## src/rtl/pipe_stage_reg.sv

```systemverilog
`default_nettype none
// ============================================================================
//  Module      : pipe_stage_reg
//  Description : Pipeline stage register with valid/ready handshake, a
//                one-entry skid buffer, NOP bubbles and a saturating
//                stall-cycle counter.
//  Revision    : 1.0 - initial release
// ============================================================================
module pipe_stage_reg #(
    parameter int                   PC_W      = 32,
    parameter int                   INSTR_W   = 32,
    parameter logic [INSTR_W-1:0]   NOP_INSTR = '0,
    parameter int                   CNT_W     = 16
) (
    input  logic                clk_i,
    input  logic                rst_i,
    input  logic                valid_i,
    input  logic [PC_W-1:0]     pc_i,
    input  logic [INSTR_W-1:0]  instr_i,
    output logic                ready_o,
    input  logic                stall_i,
    input  logic                flush_i,
    input  logic                ready_i,
    output logic                valid_o,
    output logic [PC_W-1:0]     pc_o,
    output logic [INSTR_W-1:0]  instr_o,
    output logic [CNT_W-1:0]    stall_cnt_o
);

    localparam logic [CNT_W-1:0] CNT_MAX = '1;

    logic                valid_q,      valid_d;
    logic [PC_W-1:0]     pc_q,         pc_d;
    logic [INSTR_W-1:0]  instr_q,      instr_d;
    logic                skid_v_q,     skid_v_d;
    logic [PC_W-1:0]     skid_pc_q,    skid_pc_d;
    logic [INSTR_W-1:0]  skid_instr_q, skid_instr_d;
    logic [CNT_W-1:0]    stall_cnt_q,  stall_cnt_d;

    logic accept;
    logic adv;

    // Readiness depends only on skid occupancy, so no input-to-ready path.
    assign ready_o = ~skid_v_q;
    assign accept  = valid_i & ~skid_v_q;
    assign adv     = ready_i & ~stall_i;

    always_comb begin
        valid_d      = valid_q;
        pc_d         = pc_q;
        instr_d      = instr_q;
        skid_v_d     = skid_v_q;
        skid_pc_d    = skid_pc_q;
        skid_instr_d = skid_instr_q;

        if (flush_i) begin
            valid_d  = 1'b0;
            instr_d  = NOP_INSTR;
            pc_d     = pc_i;
            skid_v_d = 1'b0;
        end else if (!valid_q) begin
            if (accept) begin
                valid_d = 1'b1;
                pc_d    = pc_i;
                instr_d = instr_i;
            end
        end else if (adv) begin
            if (skid_v_q) begin
                pc_d     = skid_pc_q;
                instr_d  = skid_instr_q;
                skid_v_d = 1'b0;
            end else if (accept) begin
                pc_d    = pc_i;
                instr_d = instr_i;
            end else begin
                // Drained: bubble keeps the last PC for debug visibility.
                valid_d = 1'b0;
                instr_d = NOP_INSTR;
            end
        end else if (accept) begin
            skid_v_d     = 1'b1;
            skid_pc_d    = pc_i;
            skid_instr_d = instr_i;
        end
    end

    always_comb begin
        stall_cnt_d = stall_cnt_q;
        if (valid_q && !adv && !flush_i && (stall_cnt_q != CNT_MAX)) begin
            stall_cnt_d = stall_cnt_q + 1'b1;
        end
    end

    always_ff @(posedge clk_i or posedge rst_i) begin
        if (rst_i) begin
            valid_q      <= 1'b0;
            pc_q         <= '0;
            instr_q      <= NOP_INSTR;
            skid_v_q     <= 1'b0;
            skid_pc_q    <= '0;
            skid_instr_q <= '0;
            stall_cnt_q  <= '0;
        end else begin
            valid_q      <= valid_d;
            pc_q         <= pc_d;
            instr_q      <= instr_d;
            skid_v_q     <= skid_v_d;
            skid_pc_q    <= skid_pc_d;
            skid_instr_q <= skid_instr_d;
            stall_cnt_q  <= stall_cnt_d;
        end
    end

    assign valid_o     = valid_q;
    assign pc_o        = pc_q;
    assign instr_o     = instr_q;
    assign stall_cnt_o = stall_cnt_q;

endmodule
`default_nettype wire

```

## config.mk

```make
export PLATFORM = sky130hd
export DESIGN_NAME = pipe_stage_reg
export DESIGN_NICKNAME = d
export VERILOG_FILES = /design/src/rtl/pipe_stage_reg.sv
export SDC_FILE = /design/constraint.sdc
export NUM_CORES = 1
export LEC_CHECK = 0
export ABC_CLOCK_PERIOD_IN_PS = 5300
export CELL_PAD_IN_SITES_DETAIL_PLACEMENT = 1
export CELL_PAD_IN_SITES_GLOBAL_PLACEMENT = 1
export CORE_AREA = 2 2 129 131
export CTS_CLUSTER_SIZE = 10
export DETAILED_ROUTE_END_ITERATION = 8
export DIE_AREA = 0 0 131 133
export GPL_TIMING_DRIVEN = 0
export PLACE_DENSITY = 0.87
export SLEW_MARGIN = 10
export SYNTH_ARGS = -nofsm -noshare
export SYNTH_HDL_FRONTEND = slang
export SYNTH_SLANG_ARGS = --single-unit
```

## constraint.sdc

```tcl
create_clock -name clk_i -period 5.3 [get_ports clk_i]
set_input_delay 0.795 -clock clk_i [delete_from_list [all_inputs] [get_ports clk_i]]
set_output_delay 0.795 -clock clk_i [all_outputs]
set_load 0.005 [all_outputs]
```

After elaboration in Yosys (flattened, before gate mapping)

Index checks and enable logic that the tools add are counted.

Bits in registers: 146
Latch bits: 0
Bits in writable memories: 0
Bits in read-only memories: 0
Input port bits: 70
Output and inout bits: 82
Logic and storage cells: 47
Memories: 0

Add/subtract/negate cells: 1
Multipliers: 0
Div/mod/pow operators: 0
Magnitude comparators: 0
Equal/unequal tests: 2
Shift-type cells: 0
Multiplexer cells: 20
Bitwise logic cells: 6
Reduce and logical (&&, ||, !) cells: 11

Operator list:

| operator                                                                 | number |
|---|---|
| 32-bit two-way mux                                                       | 11 |
| 16-bit by 1-bit adder with 16-bit output (second input constant)         | 1 |
| 16-bit inequality test (second input constant)                           | 1 |
| 1-bit two-way mux                                                        | 9 |
| 3-bit nonzero test                                                       | 2 |
| 1-bit inverter                                                           | 4 |
| 2-bit AND reduction                                                      | 2 |
| 4-bit AND reduction                                                      | 1 |
| 1-bit logical AND                                                        | 3 |
| 3-bit by 2-bit inequality test with 1-bit output (second input constant) | 1 |
| 1-bit bitwise AND                                                        | 2 |
| 1-bit logical NOT                                                        | 2 |
| 2-bit nonzero test                                                       | 1 |

Longest topological paths before layout

Depth after elaboration: 7
Gate-level depth with buffers: 6

Least setup slack after synthesis

OpenSTA, ideal clock, no wires.

Kind: input to register
Start point: input ready_i
End point: register skid_instr_q[0]
Library setup time: 125 ps
Data arrival time: 2096 ps
Data required time: 5175 ps
Path slack: 3079 ps
Cell stages on the path: 6
Path buffers: 2
Path through: nor2b_1 -> or3_1 -> buf_6 -> nor2_8 -> buf_6 -> mux2_2

Word-level cells in the longest chain between the ends: 3

Ends and longest elaborated chain:

| element                              | RTL line | source |
|---|---|---|
| start: declaration                   | 23       | `input logic ready_i,` |
| 1-bit bitwise AND                    | 46       | `assign adv = ready_i & ~stall_i;` |
| 1-bit inverter (no source line)      | n/a      |  |
| 4-bit AND reduction (no source line) | n/a      |  |
| end signal: assignment               | 109      | `skid_instr_q <= skid_instr_d;` |
| end: declaration                     | 37       | `logic [INSTR_W-1:0] skid_instr_q, skid_instr_d;` |

No other way between the ends.
A chain may end at the register's enable or synchronous reset.

Worst setup path after layout

Start point: input ready_i
End point: register pc_q[26], in the netlist pc_o[26]

Word-level cells in the longest chain between the ends: 2

Ends and longest elaborated chain:

| element                                                           | RTL line | source |
|---|---|---|
| 1-bit bitwise AND                                                 | 46       |  |
| 3-bit by 2-bit inequality test with 1-bit output (no source line) | n/a      |  |
| end signal: assignment                                            | 105      | `pc_q <= pc_d;` |
| end: declaration                                                  | 33       | `logic [PC_W-1:0] pc_q, pc_d;` |

No other way between the ends.

==> metrics.yaml <==
rsz0062_at_grt: "false"
die_h_um: 133
start_kind: "input port"
synth.distinct_cells: 39
cts-hold-fix-buffers: 0
pre_cts_slack_ns: 2.17
synth-edff-count: 0
diodes: 0
synth.top_cell.area_share_pct: 59.1
syn-num-nets: 556
reg2reg_from: "valid_o"
grt_antenna_before_repair: 0
synthCells: 485
place_congestion: 0.806
cp.arrival_ns: 2.93
fin_area_um2: 8580
avgRoutedWirePerCell_um: 19.9
vias: 4827
cts.repair.resized: 0
reg2reg_slack_ns: 3.16
grtUsageTotal_pct: 21.1
cp_cell_sequence: "clkdlybuf4s50_1 > nor2b_1 > or3_1 > buf_6 > buf_2 > buf_1 > a2bb2oi_1"
post-cts-setup-buffers: 0
synth_largest_area_cell: "dfrtp_1"
grt_max_degree: 83
layout_common_cells: "151 x clkdlybuf4s50_1, 146 x dfrtp_1, 58 x mux2_2, 38 x nand2_1"
final-setup-viol-count: 0
drt_iter0_markers: 230
placed_area_um2: 8010
max-vdd-ir-drop_mv: 0.222
maxCapViolCount: 0
status: "complete, no violations"
num_rows: 47
period_share_pct: 50.8
insertion_delay_ns: 0.41
yosys-top-cells-area: "dfrtp_1 59%, mux2_2 11%, a2bb2oi_1 4.5%, a22oi_1 3.9%, o31ai_1 3.9%"
clockBufferDepth: 2
yosys_warnings: 0
finalPower_mw: 3.41
routed_wl_um: 17700
hp-class: "reg -> reg"
maxSlewViolCount: 0
finClkSkew_ns: 0.00823
viasPerCell: 5.44
ys_dominant_reg_cell: "dfrtp_1"
fin_ws_ns: 2.61
ys_ff_latch: 146
tns_ns: 0
dieArea_um2: 17400
p_leak_nw: 3.54
ys_seq_area_share_pct: 59.1
hold_viol: 0
post-route-drc-count: 0
crit_required_ns: 5.55
cts_tree: "yes"
path_clk_slew_ns: 0.06
slew_headroom_pct: 45.6
power.density_nw_per_um2: 397
async_flop_share_pct: 100
htree_levels: 4
critPathLaunch: "ready_i"
cts_buffers: 17
synth_area_per_cell_um2: 12.8
core-area_um2: 16200
critPathMaxFanout: 10
ios: 152
cts-root-buf: "clkbuf_16"
final_common_cell: "clkdlybuf4s50_1"
endpoint_kind: "flop"
overflow: 0
cpPeakStageDelay_ns: 0.50
fin_nets: 727
first_pass_iters: 4
drtAntennaViolNets: 0
fin_util_pct: 53.1
hpwl_um: 12600
cp_slowest_cell: "buf_1"
die_w_um: 131
port_buffers: 151
start_util_pct: 38.3
clock-sinks: 146
syn_area_um2: 6190
grt_pass1_wl_um: 28800
max_freq_mhz: 372
grt_pass1_vias: 5457
worstMarginPinSlew_ns: 0.814
r2r_cells: 6
drive_above_1_share_pct: 15.7
post-route-min-period_ns: 2.69
reg2reg_to: "pc_o[26]"
path_class: "in -> reg"
crit_path_end: "pc_o[26]"
area_growth_pct: 38.7
## flip-flops by register name (all words and copies together) (netlist names)
register	count
instr_o	32
pc_o	32
skid_instr_q	32
skid_pc_q	32
stall_cnt_o	16
skid_v_q	1
valid_o	1
## worst max-delay path, delay by kind of cell
| kind | cells | cell delay (ns) |
|---|---|---|
| simple gates | 2 | 0.62 |
| compound gates | 1 | 0.17 |
| buf+inv | 4 | 1.33 |
## worst min-delay path by stage
stage / from / endpoint / cells after the start
final: instr_o[24] / instr_o[24] / 2
after global routing: skid_pc_q[31] / skid_pc_q[31] / 1
after CTS: instr_o[9] / instr_o[9] / 2
after detailed placement: instr_o[9] / instr_o[9] / 2
after global placement: instr_o[14] / instr_o[14] / 2
after floorplan: skid_instr_q[2] / skid_instr_q[2] / 1
## logic make-up after synthesis
kind of cell	Yosys count	synth area share, %
DFF	146	59.1
AOI/OAI and AO/OA	136	16.5
and+or+nand+nor	81	6.86
muxes	65	11.8
buffers and inverters	41	3.38
xor gates and xnor gates	15	2.12
adders and majority gates	1	0.202
## cell type report
type	count	area [um^2]
clock inverter	12	131
fill	1654	7590
timing repair buffer	152	1540
clock buffer	19	443
inverter	4	20.0
sequential	146	3650
tap	220	275
multi-input combinational	298	2320
buffer	37	194
## per-stage QoR
| step | hold slack, ns | cells |
|---|---|---|
| floorplan | 0.459 | 485 |
| global placement | 0.460 | 856 |
| detailed placement | 0.466 | 857 |
| CTS | 0.479 | 888 |
| global route | 0.507 | 888 |
| finish | 0.477 | 888 |
## where the power goes
part	total, mW	switching [mW]	internal, mW
combinational	0.687	0.266	0.421
sequential	1.54	0.174	1.37
clock	1.18	0.473	0.706
## routing by layer
| metal | global-route usage (%) | vias to the layer above | wire, um |
|---|---|---|---|
| met4 | 6.62 | 0 | 308 |
| met2 | 35.6 | 149 | 9080 |
| met5 | 0 | - | 0 |
| met3 | 5.58 | 26 | 951 |
| li1 | - | 2167 | - |
| met1 | 26.4 | 2485 | 7320 |
## synthesized netlist by cell type (all sizes together), types with 2 or more instances
| master | count |
|---|---|
| a211oi | 2 |
| o22ai | 32 |
| nand3 | 5 |
| inv | 4 |
| xor2 | 12 |
| a2bb2oi | 32 |
| and2 | 4 |
| nand2 | 38 |
| clkbuf | 24 |
| a22oi | 32 |
| nor3 | 7 |
| xnor2 | 3 |
| nor2 | 7 |
| nor2b | 2 |
| or3 | 2 |
| mux2 | 65 |
| nand2b | 2 |
| nor4 | 5 |
| buf | 13 |
| nor3b | 2 |
| o31ai | 32 |
| o2111ai | 2 |
| nand4 | 4 |
| dfrtp | 146 |
No activity file was read; power rests on OpenSTA's default activity.
==> RTL change: new RTL, same settings <==
Change the parameter `PC_W` from 32 to 16.
--- a/src/rtl/pipe_stage_reg.sv
+++ b/src/rtl/pipe_stage_reg.sv
@@ -7,7 +7,7 @@
 //  Revision    : 1.0 - initial release
 // ============================================================================
 module pipe_stage_reg #(
-    parameter int                   PC_W      = 32,
+    parameter int                   PC_W      = 16,
     parameter int                   INSTR_W   = 32,
     parameter logic [INSTR_W-1:0]   NOP_INSTR = '0,
     parameter int                   CNT_W     = 16
Ports: changed (resized pc_i and pc_o); port bits go from 152 to 120. The function was not compared with the original's and may differ.
==> RTL change against the unedited design <==
Worst setup slack lost 0.036 ns; area after synthesis shrank 21%; sequential cell count shrank 32; register-to-register slack gained 0.05 ns; clock skew shrank 0.0034 ns; final area shrank 19%; power shrank 17%; wire length shrank 21%; largest cell class unchanged.
==> RTL change: results (changes against the unedited design) <==
cells_and_area:
  n_antenna_cell: 0  # unchanged
  drive_gt1_frac: 0.174  # +0.0168
  layout.nets: 588  # -19%
  fill_cells: 1701  # +2.8%
logic_synthesis:
  ys_seq_area_frac: 0.584  # -0.00660
  synth_area_leader_cell: "dfrtp_1"
  yosys-top-cells-area: "dfrtp_1 58%, mux2_2 11%, a22oi_1 4.9%"
  synth.distinct_cells: 35  # -10%
  synthAdderAreaFrac: 0.00256  # +0.000539
  synth_compound_area_frac: 0.156  # -0.00946
  syn_nets: 449  # -19%
  async_flop_share: 1.00  # unchanged
  ys_warn_count: 0  # unchanged
  synth_xor_area_frac: 0.0269  # +0.00566
  synth_common_cells: "114 x dfrtp_1, 49 x mux2_2, 39 x nand2_1"
  synthMuxAreaShare: 0.113  # -0.00536
timing:
  worst_slew_pin_slew_ns: 0.747  # -0.0675 ns
  final.setup_skew_ns: 0.00480  # -0.00343 ns
routing:
  avgViaCountPerCell: 4.90  # -9.8%
  drtIter0Drc: 137  # -40%
  wl_microns: 14000  # -21%
  dr.pass1.iters: 4  # unchanged
clock_tree:
  h-tree-depth: 4  # unchanged
  cts_buffer_depth: 2  # unchanged
  clkTransAtPathRegs_ns: 0.05
  cts_buffers: 17  # unchanged
  postCtsSetupBuffers: 0  # unchanged
  clk_latency_ns: 0.41  # about the same
  cts-root-buf: "clkbuf_16"
  cts_resized: 0  # unchanged
place:
  gp_congestion: 0.799  # -0.89%
  dpl.hpwl_microns: 9840  # -22%
  port_buffers: 119  # -21%
worst_setup_path:
  cp_slowest_cell: "clkdlybuf4s50_1"
  cp_max_fo: 10  # unchanged
  cpPeakStageDelay_ns: 0.45  # -0.05 ns
  arrival_ns: 2.98  # +0.05 ns
pwr:
  leakagePower_nw: 2.87  # -19%
  ir_drop_v: 0.000207  # -6.4%
  p_sw_frac: 0.257  # -0.0109
global_route:
  grt_pass1_wl_microns: 23200  # -19%
  grt_pass1_vias: 4285  # -21%
  antenna_found_initial: 0  # unchanged
  grt_max_degree: 59  # -29%
  grtUsageTotal: 0.173  # -0.0382
outcome:
  status: "complete, no violations"
hold_path:
  hp-class: "flop to flop"
-- RTL change: changes by cell type in the layout (fill, tap and decap cells not counted), sizes merged, moves of 4 or more --
cell	delta
clkdlybuf4s50	-32
dfrtp	-32
inv	-4
a2bb2oi	-16
mux2	-16
o22ai	-16
buf	-5
-- RTL change: per-stage QoR --
step	instance area, sq um	worst slack [ns]	std cells
floorplan	4880	1.49	394
global placement	6350	-0.0717	733
detailed placement	6380	2.10	734
CTS	6970	2.54	766
global route	6970	2.36	766
finish	6970	2.57	766
-- RTL change: final cells by class --
class                   count  area share
plain buffers              31      0.0226
multi-input cells         246       0.267
inverters                   3     0.00234
clock buffers              22      0.0681
clock inverters            10      0.0154
repair buffers            120       0.175
flip-flops and latches    114       0.410
well taps                 220      0.0395
-- RTL change: cells by family (layout without fill, tap and decap cells) --
| logic type | after synthesis | in the layout |
|---|---|---|
| adder cells (fa/ha/maj) | 1 | 1 |
| flip-flops | 114 | 114 |
| multiplexers | 49 | 49 |
| AND/OR/NAND/NOR | 80 | 80 |
| AO/OA/AOI/OAI | 101 | 101 |
| buffers and inverters | 34 | 186 |
| XOR/XNOR | 15 | 15 |
-- RTL change: final timing paths --
path	endpoint	start	depth (start not counted)	slack [ns]
max in group asynchronous	skid_instr_q[28]	rst_i	3	3.79
min reg2reg	instr_o[20]	instr_o[20]	2	0.47
max reg2reg	instr_o[24]	valid_o	4	3.21
max	valid_o	ready_i	7	2.57
min in group asynchronous	stall_cnt_o[10]	rst_i	2	0.83
min	instr_o[20]	instr_o[20]	2	0.47
-- RTL change: critical path, delay by kind of cell --
kind | cells | cell delay, ns
buffers and inverters | 4 | 1.47
AND/OR/NAND/NOR | 2 | 0.55
AO/OA/AOI/OAI | 1 | 0.17
-- RTL change: metal layers --
layer / global-route usage / share of wire
met4: 0.0561 / 0.016
met3: 0.0497 / 0.043
met5: 0 / 0
met2: 0.294 / 0.51
met1: 0.210 / 0.43
-- RTL change: power groups by stage --
stage,Combinational [mW],Clock (mW),Sequential (mW)
after floorplan,0.269,0,1.18
after global placement,0.497,0,1.19
after detailed placement,0.527,0,1.21
after CTS,0.532,1.14,1.20
after global routing,0.575,1.19,1.23
final,0.522,1.12,1.20
